===== src/rtl/player_bullet.sv =====
// Player projectile: launch, per-frame climb, retire on hit/top, refire cooldown.
// Define PLAYER_BULLET_AUTOFIRE_EN to fire on the shoot level instead of its rising edge.
module player_bullet #(
    parameter int BULLET_Y_START = 440,
    parameter int BULLET_Y_MIN   = 0,
    parameter int BULLET_STEP    = 4,
    parameter int COOLDOWN       = 8
) (
    input  logic       frame_clk,
    input  logic       Reset,
    input  logic       shoot_bullet,
    input  logic [9:0] player_X,
    input  logic       hit,
    output logic [9:0] bullet_X,
    output logic [9:0] bullet_Y,
    output logic       bullet_active,
    output logic       fire_event
);

    localparam int CW = (COOLDOWN > 1) ? $clog2(COOLDOWN) : 1;

    localparam logic [9:0]    Y_START = 10'(BULLET_Y_START);
    localparam logic [9:0]    Y_STEP  = 10'(BULLET_STEP);
    localparam logic [9:0]    Y_LIMIT = 10'(BULLET_Y_MIN + BULLET_STEP);
    localparam logic [CW-1:0] CD_LOAD = CW'(COOLDOWN - 1);

    typedef enum logic [1:0] {
        S_IDLE,
        S_FLYING,
        S_COOLDOWN
    } state_t;

    state_t        state;
    logic          shoot_prev;
    logic [CW-1:0] cd_cnt;
    logic          fire_trig;

`ifdef PLAYER_BULLET_AUTOFIRE_EN
    assign fire_trig = shoot_bullet;
`else
    assign fire_trig = shoot_bullet & ~shoot_prev;
`endif

    always_ff @(posedge frame_clk or posedge Reset) begin
        if (Reset) begin
            state         <= S_IDLE;
            shoot_prev    <= 1'b0;
            cd_cnt        <= '0;
            bullet_X      <= '0;
            bullet_Y      <= '0;
            bullet_active <= 1'b0;
            fire_event    <= 1'b0;
        end else begin
            shoot_prev <= shoot_bullet;
            fire_event <= 1'b0;
            unique case (state)
                S_IDLE: begin
                    if (fire_trig) begin
                        bullet_X      <= player_X;
                        bullet_Y      <= Y_START;
                        bullet_active <= 1'b1;
                        fire_event    <= 1'b1;
                        state         <= S_FLYING;
                    end
                end
                S_FLYING: begin
                    // Retire before subtracting so Y never wraps to the bottom.
                    if (hit || (bullet_Y < Y_LIMIT)) begin
                        bullet_active <= 1'b0;
                        cd_cnt        <= CD_LOAD;
                        state         <= S_COOLDOWN;
                    end else begin
                        bullet_Y <= bullet_Y - Y_STEP;
                    end
                end
                S_COOLDOWN: begin
                    if (cd_cnt == '0) begin
                        state <= S_IDLE;
                    end else begin
                        cd_cnt <= cd_cnt - CW'(1);
                    end
                end
                default: state <= S_IDLE;
            endcase
        end
    end

endmodule

===== config.mk =====
export PLATFORM = sky130hd
export DESIGN_NAME = player_bullet
export DESIGN_NICKNAME = d
export VERILOG_FILES = /design/src/rtl/player_bullet.sv
export SDC_FILE = /design/constraint.sdc
export NUM_CORES = 1
export LEC_CHECK = 0
export CAP_MARGIN = 30
export CORE_MARGIN = 1
export CORE_UTILIZATION = 45
export CTS_CLUSTER_SIZE = 10
export DETAILED_ROUTE_END_ITERATION = 7
export PLACE_DENSITY = 0.8
export SYNTH_ARGS = -nofsm -noshare
export SYNTH_HDL_FRONTEND = slang
export SYNTH_SLANG_ARGS = --single-unit
export TNS_END_PERCENT = 1

===== constraint.sdc =====
create_clock -name frame_clk -period 2.3 [get_ports frame_clk]
set_clock_uncertainty 0.05 [all_clocks]
set_input_delay 0.69 -clock frame_clk [delete_from_list [all_inputs] [get_ports frame_clk]]
set_output_delay 0.69 -clock frame_clk [all_outputs]
set_load 0.05 [all_outputs]

==> results.cfg <==
[outcome]
status = finished, final reports clean

[timing]
tightest_slew_ns = 0.517
rsz0062_at_grt = no
fmax_mhz = 444
finalHoldViolations = 0
report.final.slew_viol_count = 0
period_needed_ns = 2.25
slew_headroom = 0.654
finalSetupViolCount = 0
timing.setup.tns_ns = 0
fin_hold_ws_ns = 0.464
finalWorstSetupSlack_ns = 0.0464
finalCritPeriodShare = 0.980

[clock_tree]
cts_tree = built
htree_levels = 1
cts-root-buf = clkbuf_4
cts_buffer_depth = 2
numCtsBuffers = 3
insertion_delay_ns = 0.31
cts_sinks = 26
cts.clk_slew.worst_paths_ns = 0.14

[die]
core_area_sq_um = 2450
die-area_sq_um = 2800
initial_core_util = 0.476
ios = 36
die_h_um = 53.0
die_w_um = 53.0
rows = 18

[placed_design]
dp_hpwl_mm = 1.74
place_ws_ns = 0.0314
globalplace.congestion = 0.746
dpl.cell_count = 158
io_buffer_count = 33

[synth]
async_reset_ff_frac = 1.00
synth-edff-count = 0
netlist_area_sq_um = 1170
synth_top_flop_cell = dfrtp_1
yosysTopAreaCell = dfrtp_1
synth_warnings = 0
synthCells = 96
synth_cell_types = 33
post-synth-top-area-fraction = 0.557
synth_area_leaders = dfrtp_1, mux2_2, ha_1
syn-mean-instance-area_sq_um = 12.2
yosysSeqAreaShare = 0.557
synth_seq_cells = 26

[critical_path]
worstSetupEndpointType = output port
path_cells = clkdlybuf4s50_1
r2r_cells = 6
setup.worst_path.class = reg2out
crit_path_start = bullet_X[5]$_DFFE_PP0P_
cp.depth = 1
crit_fanout = 2
start_kind = flop
slowest_stage = clkdlybuf4s50_1
r2r-start = bullet_Y[2]$_DFFE_PP0P_
r2r_slack_ns = 0.38
cpPeakStageDelay_ns = 0.82
reg2reg_to = bullet_Y[7]$_DFFE_PP0P_
path_delay_family = buffers and inverters
worst-endpoint-arrival_ns = 1.51
cp-endpoint = bullet_X[5]
required_ns = 1.56
path_buf_inv = 1

[route]
topRoutingLayerUsed = met4
wl_per_cell_um = 14.2
wirelength_mm = 2.29
met3_length_um = 109
drc = 0
dr.pass1.iters = 4
viasPerCell = 5.30
drtAntennaViolNets = 0
m1WireLength_um = 980
drt_iter0_markers = 3
num_vias = 853
met2WireLength_mm = 1.16

[global_routing]
antenna_found_initial = 0
grt-ovfl-total = 0
grt_pass1_vias = 872
grt_max_degree = 21
grt_pass1_wl_mm = 3.73
grtUsageTotal = 0.189

[finish]
num-fill-cells = 207
utilization = 0.631
drive_above_1_share = 0.214
antennaDiodeCount = 0
syn2layout_area_growth_pct = 32.7
final_nets = 150
layout.cells.non_filler = 161

[pwr]
ir_worst_vdd_uv = 893
p_int_mw = 1.12
seqPwrFrac = 0.364
p_leak_nw = 0.697
combPwrFrac = 0.545
p_sw_frac = 0.462
power_density_nw_per_um2 = 1340
switchingPower_mw = 0.959
clkPwrFrac = 0.091

[hold_path]
hold_depth = 1
hp-class = reg2reg

[run]
drv_cap = 0
## cell type report
cell class | count | area [sq um] | area share
sequential | 26 | 651 | 0.420
multi-input combinational | 59 | 474 | 0.306
timing repair buffer | 36 | 339 | 0.219
tap | 30 | 37.5 | 0.0242
inverter | 7 | 26.3 | 0.0169
clock buffer | 3 | 22.5 | 0.0145
## through the flow
step	power [mW]	instance area, sq um
4_1_cts	2.09	1550
3_5_place_dp	1.90	1530
2_1_floorplan	1.54	1170
5_1_grt	2.19	1550
6_report	2.07	1550
3_3_place_gp	1.86	1530
## cell usage after synthesis (2+ instances only)
cell / number
nand2_1: 6
dfrtp_1: 26
inv_1: 7
nor2_1: 5
o21ai_0: 2
nor2b_1: 2
or3b_2: 2
mux2i_1: 3
o211ai_1: 2
ha_1: 3
o21ai_1: 2
buf_4: 2
nor3_1: 3
mux2_2: 10
nor4b_1: 2
clkbuf_1: 2
## worst min path at each step
stage	to	slack [ns]	from
floorplan	cd_cnt[1]$_DFFE_PP0P_	0.43	cd_cnt[1]$_DFFE_PP0P_
global placement	bullet_active$_DFFE_PP0P_	0.43	bullet_active$_DFFE_PP0P_
detailed placement	bullet_active$_DFFE_PP0P_	0.45	bullet_active$_DFFE_PP0P_
CTS	bullet_X[2]$_DFFE_PP0P_	0.48	bullet_X[2]$_DFFE_PP0P_
global route	bullet_active$_DFFE_PP0P_	0.50	bullet_active$_DFFE_PP0P_
finish	bullet_active$_DFFE_PP0P_	0.46	bullet_active$_DFFE_PP0P_
## cells by family after synthesis
| group | Yosys count | synth area share |
|---|---|---|
| AOI/OAI and AO/OA | 13 | 0.0771 |
| xor gates and xnor gates | 2 | 0.0150 |
| adders and majority gates | 3 | 0.0321 |
| buffers and inverters | 12 | 0.0460 |
| DFF | 26 | 0.557 |
| muxes | 13 | 0.122 |
| other | 1 | 0.00321 |
| and+or+nand+nor | 26 | 0.148 |
## repair_timing
item	4_1_cts	5_1_grt
hold buffers	0	0
setup buffers	0	0
resized for setup	1	1
endpoints found under the setup margin	1	1
hold endpoints to repair	0	0
## layer usage
layer,track usage,vias to the layer above
li1,-,399
met1,0.215,427
met2,0.329,23
met3,0.0489,4
met4,0.0833,0
met5,0,-
## registers in the layout, indices dropped and copies added (netlist names)
register       cells
bullet_Y           8
fire_event         1
state              2
bullet_active      1
shoot_prev         1
cd_cnt             3
bullet_X          10
## power groups by stage
stage / combinational (mW) / clock (mW) / sequential, mW
finish: 1.13 / 0.188 / 0.755
floorplan: 0.333 / 0 / 1.20
global placement: 1.11 / 0 / 0.751
CTS: 1.14 / 0.192 / 0.755
detailed placement: 1.14 / 0 / 0.765
global route: 1.20 / 0.209 / 0.780
## cells in the final DEF, fill, tap and decap left out, drive strengths merged, types with 3 or more instances in the layout
cell,n
dfrtp,26
clkdlybuf4s50,25
mux2,10
buf,9
inv,7
nand2,6
nor2,5
o21ai,4
nor3,3
mux2i,3
ha,3
clkbuf,3
No activity file was read; power rests on OpenSTA's default activity.
